$ cat config.mk
export PLATFORM = sky130hd
export DESIGN_NAME = grf_wb_port
export DESIGN_NICKNAME = d
export VERILOG_FILES = /design/src/rtl/mips_defs_pkg.sv /design/src/rtl/grf_read_port.sv /design/src/rtl/grf_wb_port.sv
export SDC_FILE = /design/constraint.sdc
export NUM_CORES = 2
export LEC_CHECK = 0
export CELL_PAD_IN_SITES_DETAIL_PLACEMENT = 1
export CELL_PAD_IN_SITES_GLOBAL_PLACEMENT = 1
export CORE_UTILIZATION = 30
export CTS_CLUSTER_DIAMETER = 150
export DETAILED_ROUTE_END_ITERATION = 10
export GPL_TIMING_DRIVEN = 0
export PLACE_DENSITY = 0.48
export SLEW_MARGIN = 0
export SYNTH_ARGS = -nofsm -noshare
export SYNTH_HDL_FRONTEND = slang
export SYNTH_SLANG_ARGS = --single-unit
$ cat constraint.sdc
create_clock -name clk -period 5.2 [get_ports clk]
set_input_delay 1.04 -clock clk [delete_from_list [all_inputs] [get_ports clk]]
set_output_delay 1.04 -clock clk [all_outputs]
set_load 0.03 [all_outputs]
$ cat src/rtl/mips_defs_pkg.sv
// mips_defs: shared datapath widths and named register indices (REG_ZERO, REG_RA)
package mips_defs;
  localparam int DATA_W = 32;
  localparam int ADDR_W = 5;
  localparam int PC_W = 32;
  localparam int REG_ZERO = 0;
  localparam int REG_RA = 31;
endpackage

$ cat src/rtl/grf_read_port.sv
// grf_read_port: one GRF read port; ra/mem_q in, rd out; $0 forced to zero, write-through bypass from we/wa/wd while reset_n=1
module grf_read_port
  import mips_defs::*;
#(
  parameter int DW = mips_defs::DATA_W,
  parameter int AW = mips_defs::ADDR_W
) (
  input  logic          reset_n,
  input  logic [AW-1:0] ra,
  input  logic [DW-1:0] mem_q,
  input  logic          we,
  input  logic [AW-1:0] wa,
  input  logic [DW-1:0] wd,
  output logic [DW-1:0] rd
);
  always_comb rd = (ra == AW'(REG_ZERO)) ? '0 : (reset_n && we && wa == ra) ? wd : mem_q;
endmodule

$ cat src/rtl/grf_wb_port.sv
// grf_wb_port: 32x32 register file; ra1/ra2->rd1/rd2 comb reads, we/wa/wd/wpc write, trace_* and wr_count registered commit log
module grf_wb_port
  import mips_defs::*;
#(
  parameter int DATA_W = mips_defs::DATA_W,
  parameter int ADDR_W = mips_defs::ADDR_W,
  parameter int PC_W = mips_defs::PC_W
) (
  input  logic              clk,
  input  logic              reset_n,
  input  logic [ADDR_W-1:0] ra1,
  input  logic [ADDR_W-1:0] ra2,
  output logic [DATA_W-1:0] rd1,
  output logic [DATA_W-1:0] rd2,
  input  logic              we,
  input  logic [ADDR_W-1:0] wa,
  input  logic [DATA_W-1:0] wd,
  input  logic [PC_W-1:0]   wpc,
  output logic              trace_valid,
  output logic [PC_W-1:0]   trace_pc,
  output logic [ADDR_W-1:0] trace_addr,
  output logic [DATA_W-1:0] trace_data,
  output logic [15:0]       wr_count
);
  logic [DATA_W-1:0] mem [2**ADDR_W];
  logic commit;
  always_comb commit = reset_n && we && wa != ADDR_W'(REG_ZERO);
  always_ff @(posedge clk) begin
    if (!reset_n) begin
      for (int i = 0; i < 2**ADDR_W; i++) mem[i] <= '0;
      trace_valid <= 1'b0;
      trace_pc <= '0;
      trace_addr <= '0;
      trace_data <= '0;
      wr_count <= '0;
    end else begin
      trace_valid <= commit;
      if (commit) begin
        mem[wa] <= wd;
        trace_pc <= wpc;
        trace_addr <= wa;
        trace_data <= wd;
        wr_count <= wr_count + 16'd1;
      end
    end
  end
  grf_read_port #(.DW(DATA_W), .AW(ADDR_W)) u_rp1 (
    .reset_n(reset_n), .ra(ra1), .mem_q(mem[ra1]), .we(we), .wa(wa), .wd(wd), .rd(rd1)
  );
  grf_read_port #(.DW(DATA_W), .AW(ADDR_W)) u_rp2 (
    .reset_n(reset_n), .ra(ra2), .mem_q(mem[ra2]), .we(we), .wa(wa), .wd(wd), .rd(rd2)
  );
endmodule

==> impl_metrics.json <==
{
  "outcome": "finished with violations",
  "violations": "capacitance limit, slew limit, setup timing",
  "critPathMaxStageDelay_ps": 620,
  "coreArea_um2": 193000,
  "fin_worst_skew_ps": 13.6,
  "worst_ep_arrival_time_ps": 4250,
  "cts_buffers": 142,
  "dp_hpwl_um": 233000,
  "seq_area_frac_synth_pct": 55.7,
  "cp.depth": 8,
  "viasPerCell": 5.90,
  "peakVddDrop_uv": 338,
  "cp_max_fo": 10,
  "worst_hold_slack_ps": 454,
  "dieHeight_um": 443,
  "cp_common_cell": "clkdlybuf4s15_2",
  "synthXorXnorAreaFrac_pct": 0.345,
  "crit_chain": "clkdlybuf4s15_2, buf_2, clkbuf_2, clkbuf_4, o21ai_1, a211oi_4, a211o_1, clkdlybuf4s15_2",
  "fin_area_um2": 71300,
  "drc_errors": 0,
  "htree_levels": 4,
  "synthAdderAreaFrac_pct": 0.0215,
  "area_delta_synth_final_pct": 22.2,
  "maxCapViolations": 3,
  "antenna_found_initial": 28,
  "grt_max_degree": 37,
  "cp_top_family": "buffers and inverters",
  "rr_worst_depth": 5,
  "gr-total-overflow": 0,
  "final_antenna_net_count": 0,
  "clock_sinks": 1110,
  "setup_tns_ps": -422,
  "place_area_um2": 65400,
  "vias": 43000,
  "clk_latency_ps": 830,
  "maxSlewHeadroom_pct": -2.27,
  "synth_compound_area_share_pct": 6.51,
  "drv_slew": 22,
  "synth_top_family_by_area": "multiplexers",
  "grt_pass1_wl_um": 408000,
  "dr.first_iter.drc_count": 5871,
  "fin_crit_sh_pct": 102,
  "async_reset_ff_share_pct": 0,
  "min_path_type": "reg -> reg",
  "path_class": "in -> out",
  "place_ws_ps": -2110,
  "layoutNonFillerInstCount": 7287,
  "required_ps": 4160,
  "start_kind": "primary input",
  "ys_seq_elements": 1110,
  "ys.flop_type": "edfxtp_1",
  "portBuffers": 223,
  "period_minus_slack_ps": 5290,
  "p_leak_nw": 24.8,
  "clock_path_buffers": 3,
  "synth.area.mux_share_pct": 19.9,
  "gp_congestion": 0.967,
  "dr.pass1.iters": 5,
  "yosysUniqueCellTypes": 61,
  "grt_pass1_vias": 43100,
  "die-area_um2": 196000,
  "end_kind": "primary output",
  "pin_count": 232,
  "power_per_cell_area_nw_per_um2": 338,
  "slowest_stage": "clkbuf_2",
  "worst-path-buf-inv": 5,
  "drive_gt1_share_pct": 22.4,
  "synth-warning-count": 0,
  "syn_area_per_cell_um2": 13.9,
  "wl_per_cell_um": 43.2,
  "worst_slew_pin_slew_ps": 1530,
  "synth-simple-area-share_pct": 14.1,
  "num-nets-final": 4728,
  "synth_edf_count": 1024,
  "fin_ws_ps": -87.5,
  "syn_area_um2": 58300,
  "rows": 161,
  "wl_um": 315000,
  "dp.cells": 7018,
  "power.total_mw": 24.1,
  "whs_path_depth": 2,
  "track_usage_pct": 31.5,
  "cts.clk_slew.worst_paths_ps": 50,
  "cts_tree": "built",
  "setup_viol": 10,
  "hold_violations": 0,
  "nFillCells": 19700,
  "start_util_pct": 30.3,
  "syn_inst": 4189,
  "fmaxAchievable_ghz": 0.189,
  "cts_root_buffer": "clkbuf_16",
  "die_x_um": 443,
  "utilization_pct": 37.0
}
==> tightest hold or removal path, cell delays in order, from the launching register on <==
cell and delay, ps:
dfxtp_1 310, nand2_1 50, o21ai_0 50
==> cells in the final DEF, fill, tap and decap left out, drive strengths merged, types with 32 or more instances in the layout <==
cell and instances:
clkdlybuf4s50 155, a21oi 33, nor2 65, o22ai 79
mux2i 222, and2 1000, o21ai 117, clkbuf 482
conb 32, nor3 64, nand2 206, edfxtp 1024
mux4 410, clkinv 62, buf 195, a221oi 86
dlygate4sd2 45, dfxtp 86, a22oi 75
==> registers in the layout (all words and copies together) (netlist names) <==
signal and flops:
trace_pc 32, trace_valid 1, trace_data 32, trace_addr 5, mem 1024, wr_count 16
==> where the power goes <==
part | internal, mW | total, mW | switching, mW
combinational | 1.34 | 3.91 | 2.57
clock | 5.44 | 9.66 | 4.23
sequential | 10.2 | 10.5 | 0.263
==> cell families (layout without fill, tap and decap cells) <==
group,after synthesis,count (layout)
AOI/OAI and AO/OA,530,530
and+or+nand+nor,1433,1433
other,1,39
muxes,643,643
adders and majority gates,1,1
xor gates and xnor gates,23,23
DFF,1110,1110
buffers and inverters,448,982
==> repair_timing <==
item,4_1_cts,5_1_grt
gates resized for setup,479,27
buffers inserted,17,0
endpoints found under the hold margin,0,0
pin swaps,23,2
hold buffers,0,0
endpoints found under the setup margin,64,18
==> worst paths after layout <==
kind | slack (ps) | endpoint | startpoint
max | -90 | rd2[25] | ra2[2]
min | 450 | trace_pc[15] | trace_pc[15]
max reg2reg | 3220 | wr_count[15] | wr_count[2]
min reg2reg | 450 | trace_pc[15] | trace_pc[15]
==> layout make-up <==
cell class	count	area [um^2]	share of cell area, %
multi-input cells	2662	25200	35.4
clock buffers	178	3740	5.25
well taps	2526	3160	4.43
clock inverters	75	594	0.834
plain buffers	434	2600	3.65
inverters	6	25.0	0.0351
repair buffers	289	3470	4.87
diodes	7	17.5	0.0246
flip-flops and latches	1110	32500	45.6
==> layer usage <==
layer	vias up	global-route usage (%)	share of wire, %
met1	23000	41.3	41
met5	-	0	0.013
met3	654	5.98	7.6
met2	2409	48.3	45
met4	8	18.9	7.1
li1	16900	-	-
==> cell usage after synthesis, drive strengths merged, types with 3 or more instances <==
master	count	area, um^2
dfxtp	86	1720
buf	137	852
xor2	12	105
o31ai	9	77.6
nand4	6	37.5
mux2	11	124
or2	3	18.8
clkbuf	305	1140
nand2	206	773
a32oi	11	96.3
o21a	26	195
a211oi	22	165
o21ai	117	586
mux2i	222	2220
o22ai	79	494
o221ai	6	52.6
xnor2	11	96.3
clkinv	4	15.0
a21oi	33	169
or3	4	25.0
o211ai	6	45.0
mux4	410	9230
and2	1000	6260
nor3	64	330
nand3b	5	37.5
a22oi	75	563
edfxtp	1024	30700
and3	7	43.8
a221o	14	140
nor2	65	251
nor2b	8	50.1
nand2b	29	181
a221oi	86	785
a211o	25	219
a22o	7	61.3
o211a	6	60.1
o21bai	3	22.5
nand3	16	80.1
nor3b	14	105
(Power assumes the default switching activity.)
